## config.mk

```make
export PLATFORM = sky130hd
export DESIGN_NAME = packet_ejector
export DESIGN_NICKNAME = d
export VERILOG_FILES = /design/src/rtl/packet_ejector.sv
export SDC_FILE = /design/constraint.sdc
export NUM_CORES = 1
export LEC_CHECK = 0
export CAP_MARGIN = 20
export CORE_ASPECT_RATIO = 1.75
export CORE_MARGIN = 3
export CORE_UTILIZATION = 25
export DETAILED_ROUTE_END_ITERATION = 12
export SLEW_MARGIN = 15
export SYNTH_ARGS = -nofsm -noshare
export SYNTH_HDL_FRONTEND = slang
export SYNTH_SLANG_ARGS = --single-unit
```

## constraint.sdc

```tcl
create_clock -name clk -period 4.1 [get_ports clk]
set_input_delay 0.82 -clock clk [delete_from_list [all_inputs] [get_ports clk]]
set_output_delay 0.82 -clock clk [all_outputs]
set_load 0.1 [all_outputs]
```

## src/rtl/packet_ejector.sv

```systemverilog
// ---------------------------------------------------------------------------
// packet_ejector
//
// Purpose:
//   Drains flits from a router's local output port into a small circular
//   FIFO and hands them one at a time to a CPU packet receiver over a
//   four-phase request/acknowledge handshake (recieved / hand_shake).
//   Tail flits that complete a handshake are counted in pkt_cnt.
//
// Optional feature:
//   Define the macro PKT_CHECK_EN to enable a packet-framing checker on
//   accepted flits. It tracks head/tail framing, drops malformed flits and
//   counts protocol errors in a saturating err_cnt. Without the macro every
//   accepted flit is written and err_cnt is tied to zero.
//
// Parameters:
//   LL     flit width; bits [LL-1:LL-2] are the flit type
//          (00 head, 01 body, 10 tail, 11 reserved)
//   DEPTH  FIFO depth in flits (power of two, >= 2)
//   AW     FIFO pointer width, log2(DEPTH)
//
// Ports:
//   clk         single clock, rising-edge active
//   reset       asynchronous active-high reset
//   turnoff     stop request: blocks acceptance and new launches
//   in_valid    router presents in_flit
//   in_flit     flit from the router
//   in_ready    ejector can accept in_flit this cycle
//   recieved    request to the CPU receiver
//   flit        flit for the CPU receiver, stable while recieved is high
//   hand_shake  acknowledge from the CPU receiver
//   pkt_cnt     tail flits delivered (wraps at 16 bits)
//   err_cnt     framing errors seen (saturates at 255)
// ---------------------------------------------------------------------------
module packet_ejector #(
    parameter int LL    = 16,
    parameter int DEPTH = 4,
    parameter int AW    = 2
) (
    input  logic          clk,
    input  logic          reset,
    input  logic          turnoff,
    input  logic          in_valid,
    input  logic [LL-1:0] in_flit,
    output logic          in_ready,
    output logic          recieved,
    output logic [LL-1:0] flit,
    input  logic          hand_shake,
    output logic [15:0]   pkt_cnt,
    output logic [7:0]    err_cnt
);

    localparam logic [1:0]  TYPE_TAIL  = 2'b10;
    localparam logic [AW:0] FULL_COUNT = (AW+1)'(DEPTH);
    localparam logic [AW:0] CNT_ONE    = (AW+1)'(1);
    localparam logic [AW-1:0] PTR_ONE  = AW'(1);

    typedef enum logic [1:0] {
        IDLE = 2'b00,
        REQ  = 2'b01,
        REL  = 2'b10
    } state_t;

    // Extract the two-bit type field from a flit.
    function automatic logic [1:0] flit_type(input logic [LL-1:0] f);
        return f[LL-1:LL-2];
    endfunction

    // True when the flit closes a packet.
    function automatic logic is_tail(input logic [LL-1:0] f);
        return (flit_type(f) == TYPE_TAIL);
    endfunction

    // FIFO storage and bookkeeping
    logic [LL-1:0] mem_r [DEPTH];
    logic [AW-1:0] wr_ptr_r;
    logic [AW-1:0] rd_ptr_r;
    logic [AW:0]   count_r;

    // Output side
    state_t        state_r;
    logic          recieved_r;
    logic [LL-1:0] flit_r;
    logic [15:0]   pkt_cnt_r;

    // Handshake between the two sides
    logic full_s;
    logic in_ready_s;
    logic accept_s;
    logic write_ok_s;
    logic push_s;
    logic pop_s;

    // Flow control: everything derives from registered state plus turnoff.
    // pop_s looks only at the registered count, so a flit written on this
    // edge cannot be launched on the same edge and an empty FIFO is never
    // popped.
    always_comb begin
        full_s     = (count_r == FULL_COUNT);
        in_ready_s = ~full_s & ~turnoff;
        accept_s   = in_valid & in_ready_s;
        push_s     = accept_s & write_ok_s;
        pop_s      = (state_r == IDLE) && (count_r != '0) && ~turnoff && ~hand_shake;
    end

`ifdef PKT_CHECK_EN
    localparam logic [1:0] TYPE_HEAD = 2'b00;
    localparam logic [1:0] TYPE_BODY = 2'b01;

    logic       in_pkt_r;
    logic [7:0] err_cnt_r;
    logic       frame_err_s;

    // Classify the offered flit against the current framing state.
    // A head inside a packet is still written; orphan body/tail flits and
    // reserved types are dropped.
    always_comb begin
        write_ok_s  = 1'b1;
        frame_err_s = 1'b0;
        case (flit_type(in_flit))
            TYPE_HEAD: begin
                write_ok_s  = 1'b1;
                frame_err_s = in_pkt_r;
            end
            TYPE_BODY, TYPE_TAIL: begin
                write_ok_s  = in_pkt_r;
                frame_err_s = ~in_pkt_r;
            end
            default: begin
                write_ok_s  = 1'b0;
                frame_err_s = 1'b1;
            end
        endcase
    end

    // Packet framing tracker, updated only on accepted flits.
    always_ff @(posedge clk or posedge reset) begin
        if (reset) begin
            in_pkt_r <= 1'b0;
        end else if (accept_s) begin
            case (flit_type(in_flit))
                TYPE_HEAD: in_pkt_r <= 1'b1;
                TYPE_TAIL: in_pkt_r <= 1'b0;
                default:   in_pkt_r <= in_pkt_r;
            endcase
        end else begin
            in_pkt_r <= in_pkt_r;
        end
    end

    // Saturating error counter.
    always_ff @(posedge clk or posedge reset) begin
        if (reset) begin
            err_cnt_r <= 8'h00;
        end else if (accept_s && frame_err_s && (err_cnt_r != 8'hFF)) begin
            err_cnt_r <= err_cnt_r + 8'h01;
        end else begin
            err_cnt_r <= err_cnt_r;
        end
    end

    assign err_cnt = err_cnt_r;
`else
    assign write_ok_s = 1'b1;
    assign err_cnt    = 8'h00;
`endif

    // FIFO data array; contents need no reset because occupancy is cleared.
    always_ff @(posedge clk) begin
        if (push_s) begin
            mem_r[wr_ptr_r] <= in_flit;
        end
    end

    // FIFO pointers and occupancy; pointers wrap naturally at AW bits.
    always_ff @(posedge clk or posedge reset) begin
        if (reset) begin
            wr_ptr_r <= '0;
            rd_ptr_r <= '0;
            count_r  <= '0;
        end else begin
            if (push_s) begin
                wr_ptr_r <= wr_ptr_r + PTR_ONE;
            end
            if (pop_s) begin
                rd_ptr_r <= rd_ptr_r + PTR_ONE;
            end
            case ({push_s, pop_s})
                2'b10:   count_r <= count_r + CNT_ONE;
                2'b01:   count_r <= count_r - CNT_ONE;
                default: count_r <= count_r;
            endcase
        end
    end

    // Four-phase output FSM with registered request, flit and packet count.
    // IDLE launches the FIFO head, REQ waits for the acknowledge, REL waits
    // for the acknowledge to drop. A launch therefore spans at least three
    // edges before the next one, and turnoff only gates the launch in IDLE
    // so an in-flight handshake always completes.
    always_ff @(posedge clk or posedge reset) begin
        if (reset) begin
            state_r    <= IDLE;
            recieved_r <= 1'b0;
            flit_r     <= '0;
            pkt_cnt_r  <= 16'h0000;
        end else begin
            case (state_r)
                IDLE: begin
                    if (pop_s) begin
                        flit_r     <= mem_r[rd_ptr_r];
                        recieved_r <= 1'b1;
                        state_r    <= REQ;
                    end
                end
                REQ: begin
                    if (hand_shake) begin
                        recieved_r <= 1'b0;
                        state_r    <= REL;
                        if (is_tail(flit_r)) begin
                            pkt_cnt_r <= pkt_cnt_r + 16'h0001;
                        end
                    end
                end
                REL: begin
                    if (!hand_shake) begin
                        state_r <= IDLE;
                    end
                end
                default: begin
                    state_r    <= IDLE;
                    recieved_r <= 1'b0;
                end
            endcase
        end
    end

    assign in_ready = in_ready_s;
    assign recieved = recieved_r;
    assign flit     = flit_r;
    assign pkt_cnt  = pkt_cnt_r;

endmodule

```

Word level (Yosys, flattened, before mapping)
Memories as Yosys holds them, arrays and structs flattened. A register that Yosys moved wholly into a read port is not among the register bits.
Cells that the tools add are included.
{ "word_totals": {"register_bits": 26, "mem_bits_rw": 64, "out_inout_bits": 42, "elab_cells": 47, "mem_count": 1} }
{ "mem_list": {"columns": ["name", "words", "word_bits", "read_ports", "rd_clocked_by_memory_dff", "write_ports", "line_no", "text"], "rows": [
  ["mem_r", 4, 16, 1, 1, 1, "75", "logic [LL-1:0] mem_r [DEPTH];"]
]} }
{ "op_classes": {"n_addsub": 5, "eq_ne": 9, "mux": 10, "bitwise": 6, "reduce_logical": 10} }
{ "op_table": {"columns": ["cell", "n"], "rows": [
  ["$add 16x1->16 const B", 1],
  ["$reduce_and 3->1", 3],
  ["$eq 2x2->1 const B", 3],
  ["$mux 2", 3],
  ["$ne 2x2->1 const B", 3],
  ["$pmux 2 s3", 1],
  ["$pmux 3 s2", 1],
  ["$add 2x1->2 const B", 2],
  ["$eq 2x1->1 const B", 2],
  ["$mux 1", 4],
  ["$not 1->1", 4],
  ["$add 3x1->3 const B", 1],
  ["$eq 3x3->1 const B", 1],
  ["$logic_and 1x1->1", 3],
  ["$pmux 1 s3", 1],
  ["$reduce_bool 3->1", 1],
  ["$sub 3x1->3 const B", 1],
  ["$and 1x1->1", 2],
  ["$logic_not 2->1", 1],
  ["$reduce_and 2->1", 1],
  ["$reduce_bool 2->1", 1]
]} }

Depth between registers and ports, before layout
Gate-level depths: netlist (run 1).
{ "depth": {"word_depth": 6, "depth_mapped": 10} }

Least setup slack after synthesis (run 1)
Ideal clock, no wire load.
{ "synth_timing": {"kind": "input -> register", "start": "input turnoff", "end": "register count_r[2]", "setup_time_ns": 0.125, "arrival_ns": 3.638, "path_slack_ns": 0.337, "stages": 9, "cell_sequence": "a31oi_1 > and2_1 > inv_1 > ha_1 > inv_1 > fa_1 > xor2_1 > nor2_1 > xor2_1"} }
{ "synth_via": {"elab_chain_cells": 5, "word_cells_on_any_way": 9} }
{ "synth_lines": {"columns": ["element", "line_no", "text"], "rows": [
  ["from (decl)", "42", "input logic turnoff,"],
  ["$not 1->1 *", "100, 103", null],
  ["$and 1x1->1 or $logic_and 1x1->1 (tied branches)", "100, 103", null],
  ["$and 1x1->1 or $logic_and 1x1->1 (tied branches)", "101, 103", null],
  ["$eq 2x1->1 or $eq 2x2->1 (tied branches)", "188", "case ({push_s, pop_s})"],
  ["$pmux 3 s2 or $reduce_bool 2->1 (tied branches)", null, null],
  ["to (signal assigned)", "189", "2'b10: count_r <= count_r + CNT_ONE;"],
  ["to (signal assigned)", "190", "2'b01: count_r <= count_r - CNT_ONE;"],
  ["to (signal assigned)", "191", "default: count_r <= count_r;"],
  ["to (decl)", "78", "logic [AW:0] count_r;"]
]} }
Every way passes the cells marked *; elsewhere a longest branch is shown, timed or not.
A chain may end at the register's enable or synchronous reset.

Worst setup path in the final report (run 1)
{ "layout_timing": {"start": "input turnoff", "end": "output in_ready"} }
{ "layout_via": {"elab_chain_cells": 2} }
{ "layout_lines": {"columns": ["element", "line_no", "text"], "rows": [
  ["$not 1->1", "100", "in_ready_s = ~full_s & ~turnoff;"],
  ["$and 1x1->1", "100", null],
  ["to (decl)", "45", "output logic in_ready,"]
]} }
No other way between the ends.

==> results of run 1 <==
through the flow:
stage          power, mW  utilization  std cells
3_3_place_gp        3.14        0.303        503
4_1_cts             4.04        0.322        520
6_report            3.97        0.323        521
5_1_grt             4.16        0.323        521
2_1_floorplan       2.78            -        238
3_5_place_dp        3.21        0.305        504
final cells by class:
cell class / instances / area [um^2]
Fill cell: 1629 / 11100
Clock inverter: 6 / 61.3
Clock buffer: 10 / 229
Timing Repair Buffer: 57 / 593
Sequential cell: 106 / 2970
Tap cell: 224 / 280
Inverter: 8 / 30.0
Multi-Input combinational cell: 110 / 1150
cell usage after synthesis:
cell	number
xnor2_1	13
a21o_1	2
nor3_1	3
nor4_1	1
buf_2	3
buf_4	9
buf_6	1
and3_1	6
ha_1	6
nand4_1	2
nand3_1	5
nor2_1	2
and4_1	2
nor4b_2	1
clkbuf_1	1
nand4bb_1	1
xor2_1	9
mux2i_1	1
o21ai_0	1
mux4_2	16
nand3_2	1
edfxtp_1	64
and2_1	3
mux2_2	18
dfrtp_1	42
fa_1	1
inv_1	8
nand2_1	5
conb_1	1
nor3_2	1
nor4_4	1
a31oi_1	1
worst paths after layout:
check                       startpoint     endpoint  depth (start not counted)
max reg2reg                 count_r[0]   count_r[1]                          8
min                        pkt_cnt[15]  pkt_cnt[15]                          1
min in group asynchronous        reset     flit[10]                          2
max                            turnoff     in_ready                          3
max in group asynchronous        reset     flit[15]                          3
min reg2reg                pkt_cnt[15]  pkt_cnt[15]                          1
layer usage:
layer / track usage / vias up / share of wire
met5: 0 / - / 0
met4: 0.0283 / 0 / 0.0099
met3: 0.0284 / 6 / 0.042
met2: 0.170 / 48 / 0.57
met1: 0.0949 / 1083 / 0.38
li1: - / 969 / -
power by group through the flow:
stage / Combinational, mW / Clock [mW] / Sequential [mW]
finish: 1.62 / 0.825 / 1.53
global route: 1.70 / 0.895 / 1.57
CTS: 1.65 / 0.854 / 1.54
detailed placement: 1.65 / 0 / 1.56
global placement: 1.56 / 0 / 1.58
floorplan: 0.594 / 0 / 2.19
state kept, by name, summed over array words and instances (netlist names):
| name | cells |
|---|---|
| flit | 16 |
| wr_ptr_r | 2 |
| state_r | 2 |
| count_r | 3 |
| mem_r | 64 |
| recieved | 1 |
| rd_ptr_r | 2 |
| pkt_cnt | 16 |
cells by family (layout without fill, tap and decap cells):
group	count (synthesis)	after routing	share of synthesized area
AOI/OAI and AO/OA	4	4	0.00623
xor gates and xnor gates	22	22	0.0457
adders and majority gates	7	7	0.0225
buffers and inverters	22	81	0.0303
DFF	106	106	0.705
muxes	35	35	0.136
other	1	8	0.000889
and+or+nand+nor	34	34	0.0537
==> results.cfg, run 1 <==
[pwr]
p_per_area_mw_per_mm2 = 747
power.switching_mw = 1.66
p_clk_frac = 0.208
p_sw_frac = 0.417
power_leakage_nw = 1.95
pwr-share-seq = 0.385
combPwrFrac = 0.407
irDropWorstVdd_v = 0.000272
p_int_mw = 2.32

[worst_setup_path]
cp.buffers_inverters = 2
required_ns = 3.28
crit_family = buffers and inverters
crit_fanout = 6
slowest_delay_ns = 0.48
worst_setup_path_start_kind = primary input
crit_path_end_kind = output port
setup.worst_path.class = in -> out
critPathSlowestCell = clkdlybuf4s50_1
arrival_ns = 2.07
crit_chain = clkdlybuf4s50_1 -> a31oi_1 -> buf_4
regToRegSetupSlack_ns = 1.94

[timing]
drv_slew = 0
slew_headroom = 0.329
period_minus_slack_ns = 2.89
min_period_over_period = 0.705
clock-skew-final_ns = 0.00980
fin_hold_ws_ns = 0.476
hold_viol = 0
rsz0062_at_grt = false
finalSetupViolations = 0
setup_ws_ns = 1.21
tns_ns = 0
maxClockFrequency_mhz = 346
tightestPinTransition_ns = 1.00

[cts]
htreeDepth = 3
cts.sinks = 106
cts-buffers-inserted = 9
cts-hold-fix-buffers = 0
clk_pin_slew_ns = 0.07
insertion_delay_ns = 0.34
cts_setup_buffers = 0
cts_root_buffer = clkbuf_16
post_cts_resized = 0
clock_path_buffers = 2
cts_tree = yes

[cells_and_area]
final_common_cell = edfxtp_1
drive_above_1_share = 0.195
diodes = 0
area_growth_pct = 26.1
layout_common_cells = 64 x edfxtp_1, 53 x clkdlybuf4s50_1, 42 x dfrtp_1
fin_nets = 320
fin_area_mm2 = 0.00532

[placement]
place_area_mm2 = 0.00501
gp_congestion = 0.752
dp_hpwl_um = 5550
dp_slack_ns = 1.12
numPortBuffers = 54

[logic_synthesis]
synth-seq-cells = 106
synthesis.area_mm2 = 0.00422
syn_inst = 231
ys_types = 32
synth_top_area_share = 0.456
synth_largest_area_cell = edfxtp_1
ys_seq_area_frac = 0.705
syn_avg_cell_area_um2 = 18.3
synthTopCellsByArea = edfxtp_1 46%, dfrtp_1 25%, mux4_2 8.5%
ys_warn_count = 0

[global_routing]
grt_pass1_vias = 2304
overflow = 0
grt_usage = 0.0901
grt_max_degree = 43
antenna_found_initial = 0
grt_pass1_wl_um = 12600

[routing]
drt_iter0_markers = 121
wl_per_cell_um = 15.3
vias_per_cell = 4.04
via_count = 2106
ant_nets = 0
first_pass_iters = 4
wl_um = 7950
post-route-drc-count = 0

[floorplan]
rows = 62
io_pins = 63
die_h_um = 178
initial_utilization = 0.256
dieWidth_um = 104
core_mm2 = 0.0164
die-area_mm2 = 0.0185

[run]
maxCapViolations = 0

[run_status]
status = finished, final reports clean

[hold_path]
hold_class = reg -> reg
(Power assumes the default switching activity.)
==> inputs of run 2 (changes only) <==
- clock period: 4.1 -> 2.8 ns (I/O delays scaled with it)
==> run 2 against run 1 <==
Compared with the run above: via count rose by 3.3%; core utilization down 0.33 points; global-route usage increased by 0.14 points; count of clock-buffer cells in the layout stayed put; clock power increased by 47%; clock skew down 0.0034 ns; non-clock buffer count grew 5; setup slack lost 0.65 ns; combinational power increased by 44%; first-iteration DRC count fell by 36%; sequential power up 47%; power is 46% higher; largest cell class unchanged.
==> results.cfg, run 2 (synthesized netlist as in run 1, its figures left out) <==
[placement]
numPortBuffers = 54
place_area_mm2 = 0.00498
dp_slack_ns = 0.194
dpl.cell_count = 510
gp_congestion = 0.756
dp_hpwl_um = 5390

[cells_and_area]
layout_common_cells = 64 x edfxtp_1, 42 x dfrtp_1, 41 x buf_4
final_common_cell = edfxtp_1
fin_area_mm2 = 0.00527
diodes = 0
final-instance-count-excl-fill = 526
drive_above_1_share = 0.321
fill_cells = 1638
seqCellArea_mm2 = 0.00297
multi_input_area_mm2 = 0.00117
fin_nets = 325
final_core_util = 0.320
regMostFlops = mem_r
largest_register_ffs = 64
area_growth_pct = 24.8

[worst_setup_path]
crit_fanout = 4
required_ns = 3.06
slowest_delay_ns = 0.46
crit_chain = clkdlybuf4s50_1 -> nor2_1 -> nor4b_4 -> ha_1 -> inv_1 -> fa_1 -> xor2_1 -> nor2_1 -> xor2_1
setup.worst_path.class = in -> reg
crit_path_end_kind = flop
cp.buffers_inverters = 2
regToRegSetupSlack_ns = 0.78
arrival_ns = 2.51
worst_setup_path_start_kind = primary input
crit_family = adder cells
critPathSlowestCell = clkdlybuf4s50_1

[timing]
maxClockFrequency_mhz = 445
drv_slew = 0
setup_ws_ns = 0.553
clock-skew-final_ns = 0.00644
finalSetupViolations = 0
slew_headroom = 0.438
tightestPinTransition_ns = 0.843
min_period_over_period = 0.803
tns_ns = 0
hold_viol = 0
period_minus_slack_ns = 2.25
rsz0062_at_grt = false

[global_routing]
grt_pass1_vias = 2291
gr-usage-met1 = 0.0969
top_usage_layer = met2
antenna_found_initial = 0
use_met2 = 0.167
overflow = 0
grt_usage = 0.0915
grt_util_met3 = 0.0273
grt_max_degree = 29
grt_pass1_wl_um = 12700

[floorplan]
core_mm2 = 0.0164
dieWidth_um = 104
io_pins = 63
die-area_mm2 = 0.0185
rows = 62
initial_utilization = 0.256
die_h_um = 178

[routing]
drt_iter0_markers = 77
first_pass_iters = 4
post-route-drc-count = 0
via_count = 2176
wl_per_cell_um = 15.2
wl_um = 8010
vias_per_cell = 4.14
ant_nets = 0

[pwr]
power_leakage_nw = 2.02
p_per_area_mw_per_mm2 = 1100
irDropWorstVdd_v = 0.000504

[cts]
post_cts_resized = 0
insertion_delay_ns = 0.34
htreeDepth = 3
clock_path_buffers = 2
cts-hold-fix-buffers = 0
cts.sinks = 106
cts_tree = yes
cts_setup_buffers = 0
cts_root_buffer = clkbuf_16
clk_pin_slew_ns = 0.07
cts-buffers-inserted = 9

[run_status]
status = finished, final reports clean

[hold_path]
hold_class = reg -> reg

[run]
maxCapViolations = 0
==> run 2: final timing paths <==
check | depth (start not counted) | end | from
max | 9 | count_r[2] | hand_shake
min | 1 | pkt_cnt[15] | pkt_cnt[15]
max reg2reg | 10 | count_r[2] | count_r[0]
min reg2reg | 1 | pkt_cnt[15] | pkt_cnt[15]
max in group asynchronous | 3 | pkt_cnt[13] | reset
min in group asynchronous | 2 | pkt_cnt[7] | reset
==> run 2: worst register-to-register path: stages (launching register included) <==
cell,delay (ns)
dfrtp_1,0.41
inv_1,0.14
a31oi_4,0.10
and2_1,0.20
inv_1,0.07
ha_1,0.18
inv_1,0.06
fa_1,0.37
xor2_1,0.15
nor2_1,0.11
xor2_1,0.15
==> run 2: stage by stage <==
| stage | power, mW | hold slack, ns |
|---|---|---|
| floorplan | 4.09 | 0.460 |
| global placement | 4.61 | 0.462 |
| detailed placement | 4.65 | 0.464 |
| CTS | 5.89 | 0.478 |
| global route | 6.08 | 0.487 |
| finish | 5.79 | 0.472 |
==> run 2: layer usage <==
layer	share of wire	wire, um
met5	0	0
met4	0.017	138
met3	0.048	381
met2	0.56	4520
met1	0.37	2970
==> run 2: area by class of cell <==
class	instances	share of cell area
multi-input combinational	110	0.222
clock inverter	6	0.0109
timing repair buffer	62	0.100
clock buffer	10	0.0435
sequential	106	0.565
tap	224	0.0532
inverter	8	0.00570
==> run 2: power by group <==
| group | internal, mW | leakage [nW] | switching, mW | total [mW] |
|---|---|---|---|---|
| clock network | 0.626 | 0.141 | 0.588 | 1.21 |
| registers | 1.98 | 1.10 | 0.267 | 2.25 |
| logic | 0.729 | 0.776 | 1.60 | 2.33 |
| total | 3.33 | 2.02 | 2.45 | 5.79 |
